### src/rtl/latch_loader.sv
// Front end for a bank of gated D latches: takes words over valid/ready and
// sequences data-setup, a registered ST pulse, and data-hold for each one.
module latch_loader #(
  parameter int WIDTH = 8,
  parameter int SETUP = 1,
  parameter int PULSE = 2,
  parameter int HOLD  = 1
) (
  input  logic             CLK,
  input  logic             RST,
  input  logic             IN_VALID,
  output logic             IN_READY,
  input  logic [WIDTH-1:0] IN_DATA,
  output logic [WIDTH-1:0] OUT_D,
  output logic             OUT_ST,
  output logic             BUSY,
  output logic             DONE
);

  localparam int MAX_CNT = (SETUP > PULSE) ? ((SETUP > HOLD) ? SETUP : HOLD)
                                           : ((PULSE > HOLD) ? PULSE : HOLD);
  localparam int CW = $clog2(MAX_CNT + 1);

  typedef enum logic [1:0] {S_IDLE, S_SETUP, S_STROBE, S_HOLD} state_e;

  state_e           state_q, state_d;
  logic [CW-1:0]    cnt_q, cnt_d;
  logic [WIDTH-1:0] act_q, act_d;
  logic [WIDTH-1:0] skid_q, skid_d;
  logic             buf_full_q, buf_full_d;
  logic             ready_q, ready_d;
  logic             st_q, st_d;
  logic             busy_q, busy_d;
  logic             done_q, done_d;

  logic hs;
  logic last;

  assign IN_READY = ready_q & ~RST;
  assign hs       = IN_VALID & IN_READY;
  assign last     = (cnt_q == CW'(1));

  assign OUT_D  = act_q;
  assign OUT_ST = st_q;
  assign BUSY   = busy_q;
  assign DONE   = done_q;

  // NOTE: state is updated with <= so every flop samples pre-edge values.
  always_ff @(posedge CLK) begin
    if (RST) begin
      state_q    <= S_IDLE;
      cnt_q      <= '0;
      act_q      <= '0;
      skid_q     <= '0;
      buf_full_q <= 1'b0;
      ready_q    <= 1'b0;
      st_q       <= 1'b0;
      busy_q     <= 1'b0;
      done_q     <= 1'b0;
    end else begin
      state_q    <= state_d;
      cnt_q      <= cnt_d;
      act_q      <= act_d;
      skid_q     <= skid_d;
      buf_full_q <= buf_full_d;
      ready_q    <= ready_d;
      st_q       <= st_d;
      busy_q     <= busy_d;
      done_q     <= done_d;
    end
  end

  always_comb begin
    // NOTE: defaults first so no path through this block infers a latch.
    state_d    = state_q;
    cnt_d      = cnt_q;
    act_d      = act_q;
    skid_d     = skid_q;
    buf_full_d = buf_full_q;

    unique case (state_q)
      S_IDLE: begin
        if (hs) begin
          act_d   = IN_DATA;
          state_d = S_SETUP;
          cnt_d   = CW'(SETUP);
        end
      end
      S_SETUP: begin
        if (last) begin
          state_d = S_STROBE;
          cnt_d   = CW'(PULSE);
        end else begin
          cnt_d = cnt_q - CW'(1);
        end
      end
      S_STROBE: begin
        if (last) begin
          state_d = S_HOLD;
          cnt_d   = CW'(HOLD);
        end else begin
          cnt_d = cnt_q - CW'(1);
        end
      end
      S_HOLD: begin
        if (!last) begin
          cnt_d = cnt_q - CW'(1);
        end else if (buf_full_q) begin
          act_d      = skid_q;
          buf_full_d = 1'b0;
          state_d    = S_SETUP;
          cnt_d      = CW'(SETUP);
        end else if (hs) begin
          act_d   = IN_DATA;
          state_d = S_SETUP;
          cnt_d   = CW'(SETUP);
        end else begin
          state_d = S_IDLE;
        end
      end
      default: state_d = S_IDLE;
    endcase

    // A word arriving mid-sequence parks in the skid register; at the
    // final HOLD edge it goes straight to ACT instead (handled above).
    if (hs && state_q != S_IDLE && !(state_q == S_HOLD && last)) begin
      skid_d     = IN_DATA;
      buf_full_d = 1'b1;
    end
  end

  // Outputs are decoded from next-state so they leave the block as flops.
  always_comb begin
    st_d    = (state_d == S_STROBE);
    busy_d  = (state_d != S_IDLE);
    done_d  = (state_d == S_HOLD) && (cnt_d == CW'(1));
    ready_d = ~buf_full_d;
  end

endmodule

### config.mk
export PLATFORM = sky130hd
export DESIGN_NAME = latch_loader
export DESIGN_NICKNAME = d
export VERILOG_FILES = /design/src/rtl/latch_loader.sv
export SDC_FILE = /design/constraint.sdc
export NUM_CORES = 1
export LEC_CHECK = 0
export CAP_MARGIN = 25
export CORE_UTILIZATION = 35
export DETAILED_ROUTE_END_ITERATION = 6
export PLACE_DENSITY = 0.64
export SYNTH_ARGS = -nofsm -noshare
export SYNTH_HDL_FRONTEND = slang
export SYNTH_SLANG_ARGS = --single-unit
export TNS_END_PERCENT = 10
### constraint.sdc
create_clock -name CLK -period 5.3 [get_ports CLK]
set_clock_uncertainty 0.1 [all_clocks]
set_input_delay 1.59 -clock CLK [delete_from_list [all_inputs] [get_ports CLK]]
set_output_delay 1.59 -clock CLK [all_outputs]
set_load 0.005 [all_outputs]
**After elaboration in Yosys (flattened, before gate mapping)**

Cells that the tools add are included.
W data, S select, Z words.

- Register bits: 25
- Input bits: 11
- Output and inout port bits: 12
- Logic and storage cells: 52

- Add/sub/neg operators: 1
- Eq/ne operators: 8
- Mux-type cells: 20
- Bitwise operators: 4
- Reduce and logical (&&, ||, !) cells: 10

Operators by type and width:

| kind | number |
|---|---|
| $mux W8 | 3 |
| $mux W2 | 9 |
| $pmux W2 S4 | 2 |
| $pmux W8 S2 | 1 |
| $eq A2 B2 Y1 const B | 4 |
| $eq A2 B1 Y1 const B | 3 |
| $reduce_bool A2 Y1 | 3 |
| $mux W1 | 5 |
| $logic_and A1 B1 Y1 | 4 |
| $and A1 B1 Y1 | 2 |
| $logic_not A2 Y1 | 1 |
| $ne A2 B2 Y1 const B | 1 |
| $not A1 Y1 | 2 |
| $reduce_and A2 Y1 | 1 |
| $sub A2 B1 Y2 const B | 1 |
| $logic_not A1 Y1 | 1 |

**Logic depth before layout (Yosys ltp)**

Gate-level depths: netlist of the first run.

- Word-level depth: 9
- Mapped depth: 8
- Gate-level depth less buffers: 6

**Least setup slack after synthesis of the first run**

OpenSTA, ideal clock, no wires.

- Path type: input -> output
- From: input RST
- To: output IN_READY
- Arrival: 1.893 ns
- Required time: 3.610 ns
- Path slack: 1.717 ns
- Cell stages on the path: 2
- Path buffers: 1
- Cell sequence: buf_2 -> nor2b_1

- Longest elaborated chain between the ends: 2

RTL lines:

| item | line | text |
|---|---|---|
| start: declaration | 10 | `input logic RST,` |
| $not A1 Y1 | 39 | `assign IN_READY = ready_q & ~RST;` |
| $and A1 B1 Y1 | 39 |  |
| end: declaration | 12 | `output logic IN_READY,` |

No other way between the ends.

**Final worst setup path of the first run**

Same ends and word-level chain as after synthesis.

==> results of run 1 <==
layout make-up:
| type | instances | area, um2 | share of cell area |
|---|---|---|---|
| clock buffer | 3 | 22.5 | 0.0156 |
| clock inverter | 1 | 7.51 | 0.00521 |
| inverter | 2 | 7.51 | 0.00521 |
| multi-input combinational | 87 | 619 | 0.430 |
| sequential | 25 | 500 | 0.348 |
| tap | 44 | 55.1 | 0.0382 |
| timing repair buffer | 23 | 228 | 0.158 |
kinds of logic after synthesis:
group                      Yosys count  share of synthesized area
buffers and inverters               11                     0.0539
muxes                               15                      0.127
xor gates and xnor gates             2                     0.0148
adders and majority gates            3                     0.0317
AOI/OAI and AO/OA                   20                      0.143
and+or+nand+nor                     47                      0.207
DFF                                 25                      0.423
per-stage QoR:
stage / instance area (um2) / worst slack (ns) / hold WS (ns) / instances
finish: 1440 / 0.931 / 0.414 / 185
global route: 1440 / 0.861 / 0.449 / 185
CTS: 1440 / 0.915 / 0.417 / 185
detailed placement: 1410 / 0.917 / 0.384 / 181
global placement: 1410 / 0.934 / 0.372 / 181
floorplan: 1180 / 1.72 / 0.360 / 123
flip-flops by register name (all words and copies together) (netlist names), 2 cells and up:
name     flops
state_q      2
skid_q       8
cnt_q        2
OUT_D        8
critical path: cells and delay by family:
kind                   cells  cell delay, ns
and+or+nand+nor            1            0.15
buffers and inverters      2            0.94
synthesized netlist by cell type, drive strengths merged:
library cell / n
nor2: 25
a211o: 1
nand2: 3
a22oi: 1
buf: 8
nor2b: 2
clkbuf: 1
nor3: 1
a21oi: 2
dfxtp: 25
a221oi: 1
o22ai: 2
nand2b: 1
xor2: 2
a32oi: 1
ha: 3
a31oi: 1
a21o: 1
nor3b: 4
nand3b: 3
and3b: 1
o21ai: 2
mux2i: 15
inv: 2
nand3: 5
a211oi: 8
or2: 2
path summary, 6_finish.rpt:
kind	to	from	cells after the start
worst max-delay path	IN_READY	RST	3
worst min-delay path	skid_q[1]	skid_q[1]	2
worst max register to register	OUT_D[3]	state_q[1]	4
worst min register to register	skid_q[1]	skid_q[1]	2
metal layers:
layer	wire, um	GRT usage	vias to the layer above
met4	56	0.0797	0
met5	0	0	-
met3	74	0.0281	5
met2	1020	0.221	19
li1	-	-	462
met1	1020	0.169	421
power by group through the flow:
stage	registers [uW]	clock network [uW]	logic, uW
CTS	206	92.3	63.6
finish	206	89.8	62.8
detailed placement	210	0	63.3
global route	208	102	70.0
global placement	210	0	61.8
floorplan	208	0	42.1
cell usage in the layout, fill, tap and decap left out:
| master | n |
|---|---|
| nand3b_4 | 1 |
| clkbuf_4 | 3 |
| xor2_1 | 2 |
| nor3b_1 | 3 |
| clkinvlp_4 | 1 |
| nand2_1 | 3 |
| nand2b_1 | 1 |
| a21o_1 | 1 |
| a211o_1 | 1 |
| ha_1 | 3 |
| a221oi_1 | 1 |
| dfxtp_1 | 25 |
| a22oi_4 | 1 |
| mux2i_1 | 15 |
| o21ai_0 | 2 |
| nor2b_1 | 2 |
| a32oi_1 | 1 |
| a31oi_1 | 1 |
| a211oi_2 | 3 |
| a21oi_1 | 2 |
| nor3b_2 | 1 |
| nand3b_1 | 2 |
| or2_1 | 2 |
| inv_1 | 2 |
| o22ai_1 | 2 |
| buf_4 | 1 |
| nor2_1 | 25 |
| nand3_1 | 5 |
| nor3_1 | 1 |
| clkdlybuf4s50_1 | 22 |
| and3b_1 | 1 |
| a211oi_1 | 5 |
==> reports/summary.txt, run 1 <==
status = finished clean
TNS Setup = 0 ns
IR Drop Worst-Case VDD = 0.000127 V
Post-CTS Setup Bufs = 0
vias in the first global route = 851
Worst setup EP type = output port
WP data required = 3.61 ns
total track usage = 0.138
crit path time final = 4.37 ns
Max Slew Vio Count = 0
post-synthesis sequential area ratio = 0.423
TritonCTS buffer count = 3
Synth Register Bits = 25
measured slew at the worst slew-check pin = 0.824 ns
Final setup viols = 0
Buffers on Ports = 22
Yosys Warn Count = 0
diode count = 0
max_slew headroom = 0.448
layout cells sized above 1 = 0.0780
Design Power = 359 uW
Hold-fix buffers, CTS = 0
Final nets = 156
Rows = 20
total net switching power = 98.5 uW
Crit Path Max Fanout = 2
initial antenna violation count = 0
most frequent CP cell = clkdlybuf4s50_1
Worst path slowest cell = clkdlybuf4s50_1
max_cap viols = 0
Fin. Hold Viols = 0
Util after Layout = 0.460
H-Tree Depth = 1
Routed wire per std cell = 11.7 um
largest area contributor in the netlist = dfxtp_1
first-pass GRT wire length = 3.66 mm
Die Y = 60.2 um
reg2reg setup slack = 2.98 ns
Reg power frac = 0.575
crit path cell chain = clkdlybuf4s50_1 > nor2b_1 > clkdlybuf4s50_1
Die X = 60.2 um
Comb power frac = 0.175
via count = 907
critical path arrival = 2.68 ns
Yosys cell types = 33
GRT overflow = 0
worst skew pair latency = 0.32 ns
area delta synth->final = 21.7%
Achievable Freq = 229 MHz
largest stage delay on the critical path = 0.52 ns
Num Clock Sinks = 25
top-area cell type share of the netlist area = 0.423
Synth area leaders = dfxtp_1 42%, mux2i_1 13%, nor2_1 7.9%
CTS tree = yes
clock share of power = 0.250
Detailed Route Iter0 Violations = 28
number of remaining DRC errors = 0
power per cell area = 249 nW/um2
Placer Congestion = 0.764
kind of critical path = input pin to output port
Syn Area/Cell = 9.62 um2
clock-pin transition on the worst setup and hold timing paths = 0.15 ns
RSZ-0062 raised after global routing = false
worst hold path type = register to register
fillcell total = 312
Die ar. = 3620 um2
largest net degree at the start of global routing = 27
clk buf depth = 2
DRT Pass-1 Iters = 4
Final Cycle Share = 0.824
Post-DRT Antenna Nets = 0
PostCTS Resize Cnt = 0
Leak = 0.000556 uW
Netlist Area Pre-Place = 1180 um2
Starting Density = 0.378
final wirelength = 2.17 mm
post-DP HPWL = 1.52 mm
CP Launch Type = input pin
Core Box Area = 3130 um2
Syn Inst Count = 123
num ports = 23
CTS Root Cell = clkbuf_4
Int Power = 261 uW
switching part of the total = 0.274
Via density = 4.90
post-synthesis net count = 137
Note: power is estimated with default switching activity, not from simulation.
==> inputs of run 2 (changes only) <==
--- a/config.mk
+++ b/config.mk
@@ -8,7 +8,7 @@
 export CAP_MARGIN = 25
 export CORE_UTILIZATION = 35
 export DETAILED_ROUTE_END_ITERATION = 6
-export PLACE_DENSITY = 0.64
+export PLACE_DENSITY = 0.66
 export SYNTH_ARGS = -nofsm -noshare
 export SYNTH_HDL_FRONTEND = slang
 export SYNTH_SLANG_ARGS = --single-unit
==> constraint.sdc (replaced) <==
create_clock -name CLK -period 3.9 [get_ports CLK]
set_clock_uncertainty 0.1 [all_clocks]
set_input_delay 1.17 -clock CLK [delete_from_list [all_inputs] [get_ports CLK]]
set_output_delay 1.17 -clock CLK [all_outputs]
set_load 0.005 [all_outputs]
==> run 2 against run 1 <==
Die area is the same. Final cell count rose by 0.54%. Sequential share of layout area is 0.18 points lower. Combinational power grew 36%. Non-clock buffer count up 1. Critical path depth is the same. Core utilization increased by 0.24 points. First-iteration DRC count down 46%. Worst hold slack got worse by 0.0066 ns. Routed wire length fell by 6.8%. Sequential cell count unchanged.
==> reports/summary.txt, run 2 (same netlist as run 1, synthesis figures left out) <==
status = finished clean
worst skew pair latency = 0.32 ns (about the same)
measured slew at the worst slew-check pin = 0.651 ns (-0.173 ns)
fillcell total = 306 (-1.9%)
critical path arrival = 2.25 ns (-0.43 ns)
max_slew headroom = 0.565 (+0.116)
diode count = 0 (unchanged)
Final nets = 157 (+0.64%)
final wirelength = 2.03 mm (-6.8%)
WP data required = 2.63 ns (-0.98 ns)
Cell Count, Final, Fillers Out = 186 (+0.54%)
worst hold path type = register to register
Achievable Freq = 284 MHz
power per cell area = 333 nW/um2 (+34%)
Die Y = 60.2 um (unchanged)
num ports = 23 (unchanged)
CP Launch Type = input pin
Buf/Inv on CP = 2 (unchanged)
clock-pin transition on the worst setup and hold timing paths = 0.14 ns (about the same)
H-Tree Depth = 1 (unchanged)
vias in the first global route = 782 (-8.1%)
Final setup viols = 0 (unchanged)
Hold-fix buffers, CTS = 0 (unchanged)
Post-DRT Antenna Nets = 0 (unchanged)
Num Clock Sinks = 25 (unchanged)
Starting Density = 0.378 (unchanged)
Crit Path Max Fanout = 2 (unchanged)
crit path time final = 3.52 ns
PostCTS Resize Cnt = 0 (unchanged)
most frequent cells in the layout = 25 x dfxtp_1, 25 x nor2_1, 22 x clkdlybuf4s50_1
Worst path slowest cell = clkdlybuf4s50_1
Die ar. = 3620 um2 (unchanged)
RSZ-0062 raised after global routing = false
Routed wire per std cell = 10.9 um (-7.3%)
Placer Congestion = 0.737 (-3.6%)
Final Cycle Share = 0.903
Post-CTS Setup Bufs = 0 (unchanged)
via count = 890 (-1.9%)
Worst setup EP type = output port
most frequent CP cell = clkdlybuf4s50_1
first-pass GRT wire length = 3.36 mm (-8.3%)
crit path cell chain = clkdlybuf4s50_1 > nor2b_1 > clkdlybuf4s50_1
Die X = 60.2 um (unchanged)
initial antenna violation count = 0 (unchanged)
CTS Root Cell = clkbuf_4
Leak = 0.000561 uW (+0.98%)
layout cells sized above 1 = 0.0845 (+0.00649)
max_cap viols = 0 (unchanged)
Via density = 4.78 (-2.4%)
CTS tree = yes
Detailed Route Iter0 Violations = 15 (-46%)
Crit path max-delay family = buffers and inverters
Core Box Area = 3130 um2 (unchanged)
kind of critical path = input pin to output port
GRT overflow = 0 (unchanged)
Buffers on Ports = 22 (unchanged)
TritonCTS buffer count = 3 (unchanged)
Max Slew Vio Count = 0 (unchanged)
DRT Pass-1 Iters = 4 (unchanged)
area delta synth->final = 22.3%
clk buf depth = 2 (unchanged)
Design Power = 483 uW (+34%)
Fin. Hold Viols = 0 (unchanged)
TNS Setup = 0 ns (unchanged)
total track usage = 0.124 (-0.0135)
largest stage delay on the critical path = 0.52 ns (about the same)
number of remaining DRC errors = 0 (unchanged)
IR Drop Worst-Case VDD = 0.000121 V (-4.5%)
post-DP HPWL = 1.44 mm (-5.4%)
Cell Count Post-Placement = 182 (+0.55%)
largest net degree at the start of global routing = 27 (unchanged)
Rows = 20 (unchanged)
run 2: changes by cell type in the layout (fill, tap and decap cells not counted), sizes merged:
cell,delta
buf,+1
run 2: where the power goes:
part	total [uW]	internal [uW]	switching [uW]
sequential	280	268	11.8
combinational	85.4	46.8	38.7
clock	117	39.2	78.3
run 2: tightest hold or removal path, stage by stage, from the launching register on:
cell      delay (ns)
dfxtp_1         0.33
nor2_1          0.09
a211oi_1        0.05
run 2: path summary, 6_finish.rpt:
kind,start,cells after the start,end,slack [ns]
hold / removal,OUT_D[4],2,OUT_D[4],0.41
hold reg to reg,OUT_D[4],2,OUT_D[4],0.41
setup / recovery,RST,3,IN_READY,0.38
setup reg to reg,state_q[1],4,OUT_D[0],1.66
run 2: metrics by stage:
stage / utilization / worst slack, ns / hold slack [ns] / cell area [um2]
3_5_place_dp: 0.453 / 0.365 / 0.383 / 1420
5_1_grt: 0.463 / 0.330 / 0.438 / 1450
2_1_floorplan: - / 1.16 / 0.360 / 1180
3_3_place_gp: 0.453 / 0.369 / 0.373 / 1420
4_1_cts: 0.463 / 0.369 / 0.411 / 1450
6_report: 0.463 / 0.377 / 0.408 / 1450
run 2: cell type report:
class	count	area, um2	area share
Multi-Input combinational cell	87	619	0.428
Inverter	2	7.51	0.00519
Sequential cell	25	500	0.346
Clock buffer	3	22.5	0.0156
Clock inverter	1	7.51	0.00519
Timing Repair Buffer	24	235	0.162
Tap cell	44	55.1	0.0380
run 2: routing by layer:
| metal | routed length [um] | GRT usage |
|---|---|---|
| met3 | 75 | 0.0216 |
| met4 | 34 | 0.0698 |
| met2 | 929 | 0.187 |
| met5 | 0 | 0 |
| met1 | 988 | 0.166 |
==> RTL change 1 (settings of run 2) <==
The 4 states of `state_e` get a one-hot encoding in 4 bits.
--- a/src/rtl/latch_loader.sv
+++ b/src/rtl/latch_loader.sv
@@ -21,7 +21,7 @@
                                            : ((PULSE > HOLD) ? PULSE : HOLD);
   localparam int CW = $clog2(MAX_CNT + 1);
 
-  typedef enum logic [1:0] {S_IDLE, S_SETUP, S_STROBE, S_HOLD} state_e;
+  typedef enum logic [3:0] {S_IDLE = 4'b0001, S_SETUP = 4'b0010, S_STROBE = 4'b0100, S_HOLD = 4'b1000} state_e;
 
   state_e           state_q, state_d;
   logic [CW-1:0]    cnt_q, cnt_d;
Formal check against the unedited RTL: same outputs for any inputs over 10 cycles, from zero or initial values and one cycle with RST high; not proved beyond that.
==> RTL change 1 against run 2 <==
  * Design area rose by 16%
  * Total power rose by 12%
  * Setup slack got worse by 0.029 ns
  * Hold slack got worse by 0.017 ns
  * Routed wire length rose by 47%
  * Critical endpoint unchanged
  * Largest power group unchanged
  * Sequential cell count rose by 2
  * Area after synthesis rose by 21%
==> RTL change 1: results (changes against run 2) <==
Vias per cell: 5.31 (+11%)
Highest Clock Rate: 282 MHz (-0.82%)
Fraction of layout cells with a size suffix above 1: 6.94% (-1.5 points)
VDD IR max: 0.000202 V (+66%)
Maximum number of pins on one net before global-route repair: 28 (+3.7%)
Clock-pin slew on the worst setup and hold paths: 0.10 ns (-0.04 ns)
Pleak: 0.590 nW (+5.1%)
Worst-Margin Slew: 0.788 ns (+0.137 ns)
GRT Resource Usage Total: 15.4% (+3.0 points)
Seq/Total Area, Yosys: 37.8% (-4.5 points)
Placed cell count: 217 (+19%)
RD Place Congestion: 0.767 (+4.1%)
Initial drt markers: 73 (+58)
First-pass GRT wire length: 5150 µm (+53%)
Total Routed Length: 2970 µm (+47%)
Synth area leaders: dfxtp_1 38%, a21oi_1 6.3%, o221a_1 6.3%
# nets final: 189 (+20%)
Commonest cells in the netlist: 27 x dfxtp_1, 18 x a21oi_1, 14 x inv_1
Number of library cell types mapped by synthesis: 47 (+42%)
Clk root buf: clkbuf_8
Clock latency on the worst-skew pair: 0.28 ns (-0.04 ns)
Syn Area/Cell: 8.99 µm² (-6.6%)
Status: finished, final reports clean
CP Max Fanout: 2 (unchanged)
Fill cells: 377 (+23%)
Vias in the first global route: 1124 (+44%)
Arr. time, crit path: 2.28 ns (+0.03 ns)
Syn Nets: 174 (+27%)
Clk buf depth: 2 (unchanged)
[RTL change 1: cell types whose count changed in the layout (fill, tap and decap cells not counted), moves of 5 or more]
| cell | change |
|---|---|
| nor2_1 | -19 |
| a21oi_1 | +16 |
| mux2i_1 | -15 |
| inv_1 | +12 |
| o21ai_1 | +9 |
| o221a_1 | +8 |
| a211oi_1 | -5 |
| nand3_1 | +5 |
[RTL change 1: logic make-up (layout without fill, tap and decap cells)]
group / after synthesis / after routing / synth area share (%)
compound gates: 55 / 55 / 27.8
flops: 27 / 27 / 37.8
simple gates: 43 / 43 / 19.5
fa+ha+maj: 4 / 4 / 3.50
buf+inv: 27 / 41 / 9.46
xor+xnor: 3 / 3 / 1.84
[RTL change 1: area by class of cell]
cell class                 instances  area share, %
clock inverter                     1          0.298
tap                               48           3.57
timing repair buffer              23           13.6
sequential                        27           32.2
inverter                          14           3.13
clock buffer                       3           2.46
multi-input combinational        105           44.8
[RTL change 1: final timing paths]
check                               from                      to  slack [ns]  cells past startpoint
setup / recovery                     RST                IN_READY        0.35                      3
setup reg to reg     cnt_q[0]$_SDFF_PP0_   OUT_D[7]$_SDFFE_PP0P_        1.67                      5
hold reg to reg   skid_q[3]$_SDFFE_PP0P_  skid_q[3]$_SDFFE_PP0P_        0.39                      2
hold / removal    skid_q[3]$_SDFFE_PP0P_  skid_q[3]$_SDFFE_PP0P_        0.39                      2
[RTL change 1: layer usage]
layer  GRT usage, %  share of wire [%]  up-vias
met5              0                  0        -
met4           4.89               0.88        0
met3           3.97                4.0        2
met2           25.1                 47       28
met1           19.7                 48      542
li1               -                  -      601
[RTL change 1: through the flow]
step / cell area [µm²] / worst slack, ns / hold WS, ns
3_5_place_dp: 1630 / 0.340 / 0.376
3_3_place_gp: 1630 / 0.332 / 0.366
4_1_cts: 1680 / 0.324 / 0.391
5_1_grt: 1680 / 0.287 / 0.407
2_1_floorplan: 1430 / 1.16 / 0.359
6_report: 1680 / 0.348 / 0.391
[RTL change 1: power by group]
part | total, mW | switching, mW | internal (mW)
Sequential | 0.298 | 0.0122 | 0.286
Clock | 0.159 | 0.0875 | 0.0717
Combinational | 0.0851 | 0.0411 | 0.0440
[RTL change 1: worst max-delay path: cells and delay by family]
kind / cells / cell delay [ns]
AND/OR/NAND/NOR: 1 / 0.16
buffers and inverters: 2 / 0.95
==> RTL change 2 (flow settings as in run 2) <==
Without the edit above. The parameter `PULSE` goes from 2 to 1.
--- a/src/rtl/latch_loader.sv
+++ b/src/rtl/latch_loader.sv
@@ -3,7 +3,7 @@
 module latch_loader #(
   parameter int WIDTH = 8,
   parameter int SETUP = 1,
-  parameter int PULSE = 2,
+  parameter int PULSE = 1,
   parameter int HOLD  = 1
 ) (
   input  logic             CLK,
Behaviour: not the same (a bounded check fails within 10 cycles, from zero or initial values and one cycle with RST high).
==> RTL change 2 against run 2 <==
  * Sequential cell count is 1 lower
  * Critical endpoint unchanged
  * Total power grew 6.5%
  * Setup slack gained 0.051 ns
  * Sequential share of layout area up 2.9 points
  * Largest power group unchanged
  * Critical path type unchanged
  * First-iteration DRC count is 13% higher
  * Routed wire length shrank 11%
  * Area after synthesis shrank 14%
  * Register-to-register slack better by 0.20 ns
  * Design area down 11%
==> RTL change 2: results (changes against run 2) <==
Clk root buf: clkbuf_4
Hold Path Sink: OUT_D[6]$_SDFFE_PP0P_
CTS H-tree depth: 1 (unchanged)
Fraction of layout cells with a size suffix above 1: 8.20% (-0.25 points)
Hold_ws: 0.410 ns (+0.00218 ns)
VDD IR max: 0.000351 V (+190%)
Syn Nets: 114 (-17%)
Hold Fails Final Rpt: 0 (unchanged)
Vias per cell: 5.08 (+6.3%)
Port bufs: 22 (unchanged)
Clock latency on the worst-skew pair: 0.31 ns
Antenna violations before repair: 0 (unchanged)
Wire length per cell: 11.8 µm (+8.0%)
First-pass GRT wire length: 2930 µm (-13%)
GRT Resource Usage Total: 11.9% (-0.58 points)
R2r endpoint: OUT_D[4]$_SDFFE_PP0P_
Drt pass-1 iters: 4 (unchanged)
HP Start: OUT_D[6]$_SDFFE_PP0P_
Peak per-stage delay on the critical path: 0.50 ns (-0.02 ns)
Reg2reg start: state_q[1]$_SDFF_PP0_
RD Place Congestion: 0.738 (+0.14%)
Arr. time, crit path: 2.20 ns (-0.05 ns)
Clk buf depth: 2 (unchanged)
Worst hold path stage count: 2 (unchanged)
Number of library cell types mapped by synthesis: 27 (-18%)
CP Max Fanout: 2 (unchanged)
Worst min path class: reg -> reg
Synth area leaders: dfxtp_1 47%, mux2i_1 15%, nor2_1 8.9%
Diodes inserted: 0 (unchanged)
Seq/Total Area, Yosys: 47.3% (+5.1 points)
# nets final: 134 (-15%)
Pleak: 0.492 nW (-12%)
Worst-Margin Slew: 0.640 ns (-0.0110 ns)
Status: finished, final reports clean
CP max stage cell: clkdlybuf4s50_1
Initial drt markers: 17 (+2)
Post-CTS Setup Bufs: 0 (unchanged)
Num CTS Buffers: 3 (unchanged)
Ys async rst share: 0% (unchanged)
Reg2Reg Depth: 4 (unchanged)
Commonest cells in the netlist: 24 x dfxtp_1, 24 x nor2_1, 15 x mux2i_1
Reg2Reg Setup Slack: 1.86 ns (+0.20 ns)
Maximum number of pins on one net before global-route repair: 27 (unchanged)
ANT nets after route: 0 (unchanged)
Clock-pin slew on the worst setup and hold paths: 0.14 ns (about the same)
Yosys warns: 0 (unchanged)
Vias in the first global route: 669 (-14%)
Finish-stage setup viols: 0 (unchanged)
Post-DP HPWL: 1260 µm (-13%)
Pint: 0.400 mW (+13%)
Post-CTS sizing: 0 (unchanged)
[RTL change 2: cell count changes after synthesis, sizes merged, moves of 2 or more]
cell    delta
nand3      -3
nand3b     -2
buf        -2
nor3b      -2
inv        -2
ha         -3
[RTL change 2: through the flow]
step / std cells / power, mW / worst slack [ns] / area, µm² / util [%]
final: 153 / 0.514 / 0.428 / 1280 / 46.5
after global placement: 149 / 0.337 / 0.437 / 1230 / 44.6
after global routing: 153 / 0.537 / 0.371 / 1280 / 46.5
after CTS: 153 / 0.517 / 0.417 / 1280 / 46.5
after detailed placement: 149 / 0.338 / 0.423 / 1230 / 44.6
after floorplan: 103 / 0.309 / 1.19 / 1010 / -
[RTL change 2: routing by layer]
metal	routed length, µm	global-route usage, %
met5	0	0
met4	0	1.05
met3	89	4.88
met2	839	20.3
met1	871	14.6
[RTL change 2: cells by family (layout without fill, tap and decap cells)]
logic type                count (synthesis)  after routing  synth area share [%]
DFF                                      24             24                  47.3
buffers and inverters                     8             27                  5.18
AOI/OAI and AO/OA                        14             14                  12.5
and+or+nand+nor                          40             40                  18.5
xor gates and xnor gates                  2              2                  1.73
muxes                                    15             15                  14.8
[RTL change 2: worst max path at each step]
stage                     from  endpoint  slack (ns)  depth (start not counted)
after floorplan            RST  IN_READY        1.19                          2
after global placement     RST  IN_READY        0.44                          3
after detailed placement   RST  IN_READY        0.42                          3
after CTS                  RST  IN_READY        0.42                          3
after global routing       RST  IN_READY        0.37                          3
final                      RST  IN_READY        0.43                          3
[RTL change 2: worst max-delay path: cells and delay by family]
family / cells / cell delay (ns)
AND/OR/NAND/NOR: 1 / 0.11
buffers and inverters: 2 / 0.92
[RTL change 2: power groups by stage]
stage	registers, mW	clock network [mW]	logic (mW)
CTS	0.265	0.183	0.0681
finish	0.266	0.182	0.0671
global route	0.268	0.197	0.0727
global placement	0.271	0	0.0662
floorplan	0.269	0	0.0405
detailed placement	0.271	0	0.0675
[RTL change 2: final cells by class]
class,count,area (µm²)
Multi-Input combinational cell,71,482
Fill cell,267,1480
Sequential cell,24,480
Clock inverter,1,30.0
Timing Repair Buffer,23,228
Clock buffer,3,22.5
Tap cell,31,38.8
